[src/rtl/knn_topk_vote_pkg.sv]
`default_nettype none
// ============================================================================
// Module   : knn_topk_vote_pkg
// Brief    : Shared KNN definitions: FSM state encoding, default sizes,
//            vote-count width helper.
// Revision : 1.0 - initial release
// ============================================================================
package knn_topk_vote_pkg;

    typedef enum logic [1:0] {
        ST_IDLE    = 2'd0,
        ST_COLLECT = 2'd1,
        ST_VOTE    = 2'd2,
        ST_DONE    = 2'd3
    } knn_state_t;

    localparam int KNN_K_DEF       = 4;
    localparam int KNN_DIST_W_DEF  = 32;
    localparam int KNN_LABEL_W_DEF = 8;

    // Width able to hold any count 0..k
    function automatic int knn_cnt_w(input int k);
        return $clog2(k + 1);
    endfunction

endpackage
`default_nettype wire

[src/rtl/knn_vote_count.sv]
`default_nettype none
// ============================================================================
// Module   : knn_vote_count
// Brief    : Combinational count of valid slots whose label matches label_ref.
// Revision : 1.0 - initial release
// ============================================================================
module knn_vote_count
    import knn_topk_vote_pkg::*;
#(
    parameter int K       = KNN_K_DEF,
    parameter int LABEL_W = KNN_LABEL_W_DEF
) (
    input  logic [K-1:0][LABEL_W-1:0] labels,
    input  logic [K-1:0]              valid,
    input  logic [LABEL_W-1:0]        label_ref,
    output logic [$clog2(K+1)-1:0]    count
);

    localparam int CNT_W = knn_cnt_w(K);

    always_comb begin
        count = '0;
        for (int i = 0; i < K; i++) begin
            if (valid[i] && (labels[i] == label_ref)) begin
                count = count + CNT_W'(1);
            end
        end
    end

endmodule
`default_nettype wire

[src/rtl/knn_topk_vote.sv]
`default_nettype none
// ============================================================================
// Module   : knn_topk_vote
// Brief    : Keeps the K nearest (distance, label) results in a sorted list,
//            then majority-votes their labels. Optional macro
//            KNN_TOPK_NEAREST_OUT_EN exports the nearest neighbour.
// Revision : 1.0 - initial release
// ============================================================================
module knn_topk_vote
    import knn_topk_vote_pkg::*;
#(
    parameter int K       = KNN_K_DEF,
    parameter int DIST_W  = KNN_DIST_W_DEF,
    parameter int LABEL_W = KNN_LABEL_W_DEF
) (
    input  logic                     clk,
    input  logic                     rst,
    input  logic                     start,
    input  logic                     in_valid,
    output logic                     in_ready,
    input  logic [DIST_W-1:0]        dist_in,
    input  logic [LABEL_W-1:0]       label_in,
    input  logic                     in_last,
    output logic                     res_valid,
    input  logic                     res_ready,
    output logic [LABEL_W-1:0]       res_label,
    output logic [$clog2(K+1)-1:0]   res_votes,
`ifdef KNN_TOPK_NEAREST_OUT_EN
    output logic [DIST_W-1:0]        res_min_dist,
    output logic [LABEL_W-1:0]       res_min_label,
`endif
    output logic                     busy
);

    localparam int                CNT_W  = knn_cnt_w(K);
    localparam int                IDX_W  = $clog2(K);
    localparam logic [IDX_W-1:0]  LAST_J = IDX_W'(K - 1);

    knn_state_t                  r_state;
    knn_state_t                  w_state_nxt;

    logic [K-1:0][DIST_W-1:0]    r_dist;
    logic [K-1:0][LABEL_W-1:0]   r_label;
    logic [K-1:0]                r_v;
    logic [K-1:0][DIST_W-1:0]    w_dist_nxt;
    logic [K-1:0][LABEL_W-1:0]   w_label_nxt;
    logic [K-1:0]                w_v_nxt;
    logic [K-1:0]                w_lt;
    logic                        w_accept;

    logic [IDX_W-1:0]            r_j;
    logic [LABEL_W-1:0]          r_best_label;
    logic [CNT_W-1:0]            r_best_cnt;
    logic [CNT_W-1:0]            w_cnt;
    logic                        w_take;
    logic [LABEL_W-1:0]          w_fin_label;
    logic [CNT_W-1:0]            w_fin_cnt;

    // ------------------------------------------------------------------
    // FSM
    // ------------------------------------------------------------------
    always_ff @(posedge clk) begin
        if (!rst) begin
            r_state <= ST_IDLE;
        end else begin
            r_state <= w_state_nxt;
        end
    end

    always_comb begin
        w_state_nxt = r_state;
        if (start) begin
            w_state_nxt = ST_COLLECT;
        end else begin
            case (r_state)
                ST_IDLE:    w_state_nxt = ST_IDLE;
                ST_COLLECT: if (in_valid && in_last) w_state_nxt = ST_VOTE;
                ST_VOTE:    if (r_j == LAST_J)       w_state_nxt = ST_DONE;
                ST_DONE:    if (res_ready)           w_state_nxt = ST_IDLE;
                default:    w_state_nxt = ST_IDLE;
            endcase
        end
    end

    assign in_ready  = (r_state == ST_COLLECT);
    assign res_valid = (r_state == ST_DONE);
    assign busy      = (r_state != ST_IDLE);
    assign w_accept  = in_ready && in_valid && !start;

    // ------------------------------------------------------------------
    // Sorted insertion list
    // ------------------------------------------------------------------
    // Valid slots are packed low and sorted ascending, so w_lt is a
    // thermometer: w_lt[i-1] set means the insert point is at or below i-1.
    for (genvar i = 0; i < K; i++) begin : g_slot
        assign w_lt[i] = !r_v[i] || (dist_in < r_dist[i]);
        if (i == 0) begin : g_head
            assign w_dist_nxt[i]  = w_lt[i] ? dist_in  : r_dist[i];
            assign w_label_nxt[i] = w_lt[i] ? label_in : r_label[i];
            assign w_v_nxt[i]     = w_lt[i] | r_v[i];
        end else begin : g_tail
            assign w_dist_nxt[i]  = w_lt[i-1] ? r_dist[i-1]  : (w_lt[i] ? dist_in  : r_dist[i]);
            assign w_label_nxt[i] = w_lt[i-1] ? r_label[i-1] : (w_lt[i] ? label_in : r_label[i]);
            assign w_v_nxt[i]     = w_lt[i-1] ? r_v[i-1]     : (w_lt[i] | r_v[i]);
        end
    end

    // ------------------------------------------------------------------
    // Vote
    // ------------------------------------------------------------------
    knn_vote_count #(
        .K       (K),
        .LABEL_W (LABEL_W)
    ) u_vote_count (
        .labels    (r_label),
        .valid     (r_v),
        .label_ref (r_label[r_j]),
        .count     (w_cnt)
    );

    // Strict compare keeps the nearer neighbour on ties
    assign w_take      = r_v[r_j] && (w_cnt > r_best_cnt);
    assign w_fin_label = w_take ? r_label[r_j] : r_best_label;
    assign w_fin_cnt   = w_take ? w_cnt        : r_best_cnt;

    always_ff @(posedge clk) begin
        if (!rst) begin
            r_dist        <= '0;
            r_label       <= '0;
            r_v           <= '0;
            r_j           <= '0;
            r_best_label  <= '0;
            r_best_cnt    <= '0;
            res_label     <= '0;
            res_votes     <= '0;
`ifdef KNN_TOPK_NEAREST_OUT_EN
            res_min_dist  <= '0;
            res_min_label <= '0;
`endif
        end else if (start) begin
            r_v <= '0;
        end else begin
            if (w_accept) begin
                r_dist       <= w_dist_nxt;
                r_label      <= w_label_nxt;
                r_v          <= w_v_nxt;
                r_j          <= '0;
                r_best_label <= '0;
                r_best_cnt   <= '0;
            end
            if (r_state == ST_VOTE) begin
                r_j          <= r_j + 1'b1;
                r_best_label <= w_fin_label;
                r_best_cnt   <= w_fin_cnt;
                if (r_j == LAST_J) begin
                    res_label     <= w_fin_label;
                    res_votes     <= w_fin_cnt;
`ifdef KNN_TOPK_NEAREST_OUT_EN
                    res_min_dist  <= r_dist[0];
                    res_min_label <= r_label[0];
`endif
                end
            end
        end
    end

endmodule
`default_nettype wire

[config.mk]
export PLATFORM = sky130hd
export DESIGN_NAME = knn_topk_vote
export DESIGN_NICKNAME = d
export VERILOG_FILES = /design/src/rtl/knn_topk_vote_pkg.sv /design/src/rtl/knn_vote_count.sv /design/src/rtl/knn_topk_vote.sv
export SDC_FILE = /design/constraint.sdc
export NUM_CORES = 1
export LEC_CHECK = 0
export ABC_AREA = 0
export ABC_CLOCK_PERIOD_IN_PS = 6400
export BUFFER_PORTS_ARGS = -buffer_cell sky130_fd_sc_hd__buf_2
export CELL_PAD_IN_SITES_DETAIL_PLACEMENT = 1
export CELL_PAD_IN_SITES_GLOBAL_PLACEMENT = 1
export CORE_MARGIN = 5
export CORE_UTILIZATION = 40
export CTS_CLUSTER_DIAMETER = 40
export DETAILED_ROUTE_END_ITERATION = 12
export PLACE_DENSITY_LB_ADDON = 0.1
export SETUP_SLACK_MARGIN = 0.05
export SKIP_CTS_REPAIR_TIMING = 1
export SLEW_MARGIN = 10
export SYNTH_ARGS = -nofsm -noshare
export SYNTH_HDL_FRONTEND = slang
export SYNTH_SLANG_ARGS = --single-unit
[constraint.sdc]
create_clock -name clk -period 6.4 [get_ports clk]
set_input_delay 1.92 -clock clk [delete_from_list [all_inputs] [get_ports clk]]
set_output_delay 1.92 -clock clk [all_outputs]
set_load 0.01 [all_outputs]
# After elaboration in Yosys (flattened, before gate mapping)
# Index checks and enable logic that the tools add are counted.
# classes
muxes	36
addsub	4
n_eq_ne	14
bitwise	6
n_lt_le_gt_ge	6
reduce_logical	32
# ops
cell	n
two-way mux 32 bit	6
less-than comparator 32 bit	4
two-way mux 8 bit	10
equality test 8 bit	4
AND reduction 3 bit	7
two-way mux 3 bit	6
binary-select mux 8 bit (select 2 bit)	1
two-way mux 2 bit	5
nonzero test 2 bit	5
logical AND 1 bit	8
one-hot mux 2 bit (4 select lines)	1
adder 3 x 1 -> 3 bit (second input constant)	2
equality test 2 bit (second input constant)	3
two-way mux 1 bit	6
inequality test 3 x 2 -> 1 bit (second input constant)	2
zero test 1 bit	5
logical OR 1 bit	4
inequality test 2 x 1 -> 1 bit (second input constant)	2
OR 1 bit	4
greater-than comparator 3 bit	1
less-than comparator 2 x 3 -> 1 bit (second input constant)	1
inequality test 3 bit (second input constant)	1
adder 1 x 1 -> 2 bit (second input constant)	1
adder 2 x 1 -> 2 bit (second input constant)	1
7 further kinds	8
# word_totals
output_inout_bits	14
register_bits	190
elab_cells	114
inputBits	46

# Depth between registers and ports, before layout
# depth
word_depth	15
ltp_mapped	22
depth_no_buf	20

# Cells and area by module
# Synthesis repeated with hierarchy kept, for this count alone.
# hier_totals
hier_cells	1462
hier_area_um2	12034.0
# modules_own_cells
mod	cells_per_inst	area_per_inst_um2	seq_area_each_um2	instances
knn_topk_vote	1398	11492.3	3803.6	1
knn_vote_count	64	541.8	0.0	1

# Least setup slack after synthesis
# No wires, ideal clock.
# synth_timing
path_kind	register to register
from	reg r_j[1]
to	reg r_best_label[0]
stages_incl_launch_ff	23
required_time_ns	6.335
setup_slack_ns	1.674
path_buffers	2
t_arrival_ns	4.660
period_less_slack_ns	4.726
setup_time_ns	0.065
cell_sequence	dfxtp_1 -> buf_2 -> buf_4 -> mux4_2 -> xnor2_1 -> nand3_1 -> or3_1 -> inv_2 -> ha_1 -> nor2b_1 -> mux2i_1 -> nand3_1 -> ha_1 -> o21a_1 -> a21o_1 -> ha_1 -> nor2b_1 -> o21a_1 -> o211ai_1 -> nor2_1 -> a21oi_2 -> a22oi_1 -> nor2_1
# synth_between
elab_chain_len	15
elab_cells_between_ends	23
cone_classes	3 x add/sub; 1 x order compare; 4 x eq/ne; 10 x mux; 5 x reduce/logical
# synth_rtl
element	line	text
start, declared	knn_topk_vote.sv:51	logic [IDX_W-1:0] r_j;
start signal, assigned	knn_topk_vote.sv:152	r_j <= r_j + 1'b1;
binary-select mux 8 bit (select 2 bit)	knn_topk_vote.sv:117, knn_topk_vote.sv:123	
two-way mux 8 bit (implied by the code)	knn_topk_vote.sv:117, knn_topk_vote.sv:123	
equality test 8 bit	knn_vote_count.sv:24	if (valid[i] && (labels[i] == label_ref)) begin
logical AND 1 bit	knn_vote_count.sv:24	
two-way mux 1 bit	knn_vote_count.sv:24	
adder 1 x 1 -> 2 bit	knn_vote_count.sv:25	count = count + CNT_W'(1);
two-way mux 3 bit	knn_vote_count.sv:24	
adder 3 x 1 -> 3 bit	knn_vote_count.sv:25	
two-way mux 3 bit	knn_vote_count.sv:24	
adder 3 x 1 -> 3 bit	knn_vote_count.sv:25	
two-way mux 3 bit	knn_vote_count.sv:24	
greater-than comparator 3 bit	knn_topk_vote.sv:122	assign w_take = r_v[r_j] && (w_cnt > r_best_cnt);
logical AND 1 bit	knn_topk_vote.sv:122	
two-way mux 8 bit (*)	knn_topk_vote.sv:123	assign w_fin_label = w_take ? r_label[r_j] : r_best_label;
two-way mux 8 bit (*)	knn_topk_vote.sv:151	if (r_state == ST_VOTE) begin
end signal, assigned	knn_topk_vote.sv:153	r_best_label <= w_fin_label;
end, declared	knn_topk_vote.sv:52	logic [LABEL_W-1:0] r_best_label;
# Every way passes the cells marked *; elsewhere a longest branch is shown, timed or not. The select of a mux whose other input is x is not followed.
# A chain may end at the register's enable or synchronous reset.

# Worst setup path after layout
# layout_timing
from	reg r_j[1]
to	reg r_best_label[4]
# The elaborated chain is that of the path after synthesis.

==> run_results.csv <==
group,metric,value,unit
worst_setup_path,worst-setup-path-type,"flop to flop",
clock_network,cts_root_buf,"clkbuf_16",
worst_setup_path,start_kind,"flop",
finish,final_common_cell,"inv_1",
synth,yosysSeqAreaShare,30.1,%
drt,highest_layer,"met4",
worst_hold_path,min_path_type,"flop to flop",
floorplanning,core_area,0.0314,mm^2
finish,stdcell_count,1874,
power,vdd_ir_drop_max,0.181,mV
synth,synthSimpleGateAreaFrac,9.54,%
synth,synth_edf_count,0,
power,p_leak,5.05,nW
clock_network,htreeDepth,4,
synth,synthDistinctLibCells,64,
worst_setup_path,slowest_stage,"dfxtp_1",
sta,tightest_slew,1.05,ns
placed_design,gp_congestion,0.844,
drt,via_per_inst,5.83,
floorplanning,die_height,188,um
synth,ys_seq_elements,190,
drt,met3_length,1260,um
finish,synthToLayoutAreaGrowth,8.95,%
drt,drtAntennaViolNets,0,
sta,max_slew_margin,29.4,%
placed_design,io_buffers,59,
sta,grt_setup_unrepaired,"no",
worst_setup_path,cp-end-kind,"flop",
power,power.density,200,mW/mm^2
power,share_seq_of_total_power,45.8,%
grt,antenna_found_initial,0,
worst_setup_path,timing.critical_path.to,"r_best_label[4]$_SDFFE_PN0P_",
synth,synth_nets,1632,
clock_network,clk_pin_slew,0.08,ns
clock_network,cts_sinks,190,
synth,yosysWarnings,0,
worst_setup_path,crit_start,"r_j[1]$_SDFFE_PN0P_",
worst_setup_path,path_depth,20,
worst_setup_path,r2r-end,"r_best_label[4]$_SDFFE_PN0P_",
finish,antenna_cells,0,
floorplanning,pin_count,60,
sta,period_share,85.6,%
worst_setup_path,critPathMaxStageDelay,0.94,ns
drt,route.detailed.drc,0,
synth,synth_top_family_by_area,"compound AO/OA/AOI/OAI gates",
clock_network,clk_path_buf_depth,2,
grt,track_usage,22.8,%
sta,drv_slew,0,
worst_setup_path,cp_common_cell,"ha_1",
power,clkPwrFrac,37.1,%
worst_setup_path,cp_cell_sequence,"mux4_2 -> xnor2_1 -> nand2_1 -> or3_1 -> inv_2 -> ha_1 -> nor2b_1 -> mux2i_1 -> nand3_1 -> ha_1 -> o21a_1 -> a21o_1 -> ha_1 -> nor2b_1 -> o21a_1 -> o211ai_1 -> nor2_1 -> a21oi_2 -> a22oi_1 -> nor2_1",
floorplanning,die-area,0.0353,mm^2
worst_setup_path,rr_startpoint,"r_j[1]$_SDFFE_PN0P_",
synth,async_reset_ff_share,0,%
sta,skew,0.0125,ns
drt,wl_met2,18900,um
power,p_int,0.00190,W
floorplanning,start_util,40.3,%
finish,layout_common_cells,"inv_1, dfxtp_1, ha_1",
drt,drt-met1-wl,19700,um
run_status,status,"finished clean",
placed_design,dp.cells,1842,
grt,grt_pass1_wl,64500,um
grt,grt_max_degree,62,
worst_setup_path,reg2reg_depth,20,
grt,grt_pass1_vias,11330,
floorplanning,die_width,188,um
worst_setup_path,required,6.73,ns
clock_network,cts_tree,"yes",
worst_setup_path,path_buf_inv,1,
floorplanning,rows,65,
power,netSwitchingPower,0.000857,W
flow_run,drv_cap,0,
worst_setup_path,worst-path-max-fanout,20,
power,swShare,31.1,%
drt,vias,10920,
clock_network,cts_buffers,17,
finish,fin_nets,1640,
sta,max_freq,0.183,GHz
worst_setup_path,crit_family,"simple AND/OR/NAND/NOR gates",
synth,synth-main-ff-cell,"dfxtp_1",
clock_network,clock_latency,0.46,ns
worst_setup_path,ff2ff_setup_slack,0.92,ns
worst_setup_path,worstPathArrival,5.81,ns
synth,netlist_area,0.0127,mm^2
finish,drive_gt1_share,15.6,%
synth,synth.avg_cell_area,8.72,um^2
drt,first_pass_iters,8,
sta,timing.final.crit_period,5.48,ns
sta,fin_setup_tns,0,ns
synth,synthXorXnorAreaFrac,3.81,%
placed_design,hpwl,28700,um
synth,synthAdderAreaFrac,13.3,%
synth,syn_inst,1451,
finish,final_util,43.9,%
sta,setup_violations,0,
grt,grt-ovfl-total,0,
drt,finalWirelength,40600,um
power,comb_power_share,17.1,%
drt,drt_iter0_drc,515,
synth,synth_compound_area_share,30.0,%
drt,wire_per_inst,21.7,um
synth,synth_mux_area_share,3.42,%
sta,hold_violations,0,
[final cells by class]
| cell class | instances | area [um^2] |
|---|---|---|
| clock inverters | 13 | 95.1 |
| inverters | 207 | 779 |
| repair buffers | 87 | 531 |
| multi-input cells | 956 | 7640 |
| fillers | 3668 | 17600 |
| well taps | 402 | 503 |
| flip-flops and latches | 190 | 3800 |
| clock buffers | 19 | 433 |
[through the flow]
stage          cell area, um^2  total power, W  hold WS, ns  worst slack [ns]
2_1_floorplan            12700         0.00160        0.442              1.67
3_3_place_gp             13300         0.00175        0.453              1.03
3_5_place_dp             13300         0.00176        0.465             0.912
4_1_cts                  13800         0.00278        0.477             0.905
5_1_grt                  13800         0.00289        0.492             0.570
6_report                 13800         0.00276        0.473             0.921
[cells by family (layout without fill, tap and decap cells)]
group	after synthesis	in the layout
compound gates	476	476
fa+ha+maj	135	135
mux	32	32
buf+inv	305	326
xor+xnor	55	55
flops	190	190
simple gates	258	258
[synth_stat cells, types with 6 or more instances]
cell type / n / share of area (%)
ha_1: 135 / 13
a221oi_2: 80 / 9.5
nor2_1: 44 / 1.3
nand2_1: 121 / 3.6
a21oi_1: 119 / 4.7
clkbuf_1: 64 / 1.9
nand3_1: 29 / 1.1
inv_1: 206 / 6.1
a22oi_1: 9 / 0.53
o21a_1: 11 / 0.65
nor3_1: 6 / 0.24
xnor2_1: 33 / 2.3
a21o_1: 17 / 1.0
buf_2: 19 / 0.75
a211oi_1: 54 / 3.2
mux2i_1: 23 / 1.8
o21ai_1: 7 / 0.28
nand4_1: 19 / 0.94
o211ai_1: 7 / 0.42
nor2b_1: 6 / 0.30
mux4_2: 9 / 1.6
o21ai_0: 91 / 3.6
a221oi_1: 42 / 2.9
dfxtp_1: 190 / 30
buf_6: 9 / 0.80
xor2_1: 22 / 1.5
[how the worst min path moves through the flow]
stage                                    startpoint                        end  slack (ns)  cells past startpoint
after global placement       r_dist[3]$_SDFFE_PN0P_     r_dist[3]$_SDFFE_PN0P_        0.45                      2
after CTS                    r_dist[2]$_SDFFE_PN0P_     r_dist[2]$_SDFFE_PN0P_        0.48                      2
after floorplan              r_dist[0]$_SDFFE_PN0P_     r_dist[0]$_SDFFE_PN0P_        0.44                      2
final                        r_dist[2]$_SDFFE_PN0P_     r_dist[2]$_SDFFE_PN0P_        0.47                      2
after detailed placement  res_votes[1]$_SDFFE_PN0P_  res_votes[1]$_SDFFE_PN0P_        0.47                      2
after global routing        r_dist[16]$_SDFFE_PN0P_    r_dist[16]$_SDFFE_PN0P_        0.49                      2
[flip-flops by register name (all words and copies together), names as in the netlist]
name,cells
r_best_cnt,3
r_j,2
r_label,32
r_state,2
r_best_label,8
res_votes,3
res_label,8
r_dist,128
r_v,4
[power by group through the flow]
| stage | Combinational, W | Sequential (W) | Clock (W) |
|---|---|---|---|
| global placement | 0.000459 | 0.00129 | 0 |
| global route | 0.000528 | 0.00127 | 0.00109 |
| CTS | 0.000476 | 0.00126 | 0.00105 |
| detailed placement | 0.000472 | 0.00129 | 0 |
| finish | 0.000473 | 0.00126 | 0.00102 |
| floorplan | 0.000327 | 0.00127 | 0 |
[layer usage]
metal,vias to the layer above,global-route usage (%)
met5,-,0
met2,169,38.4
met1,5442,30.8
met3,48,3.29
met4,0,5.96
li1,5261,-
[worst register-to-register path, delay by kind of cell, from the launching register on]
kind | cells | cell delay [ns]
AOI/OAI and AO/OA | 6 | 0.92
xor gates and xnor gates | 1 | 0.17
adders and majority gates | 3 | 0.87
buffers and inverters | 1 | 0.07
DFF | 1 | 0.94
muxes | 2 | 0.82
and+or+nand+nor | 7 | 1.56
Note: power is estimated with default switching activity, not from simulation.
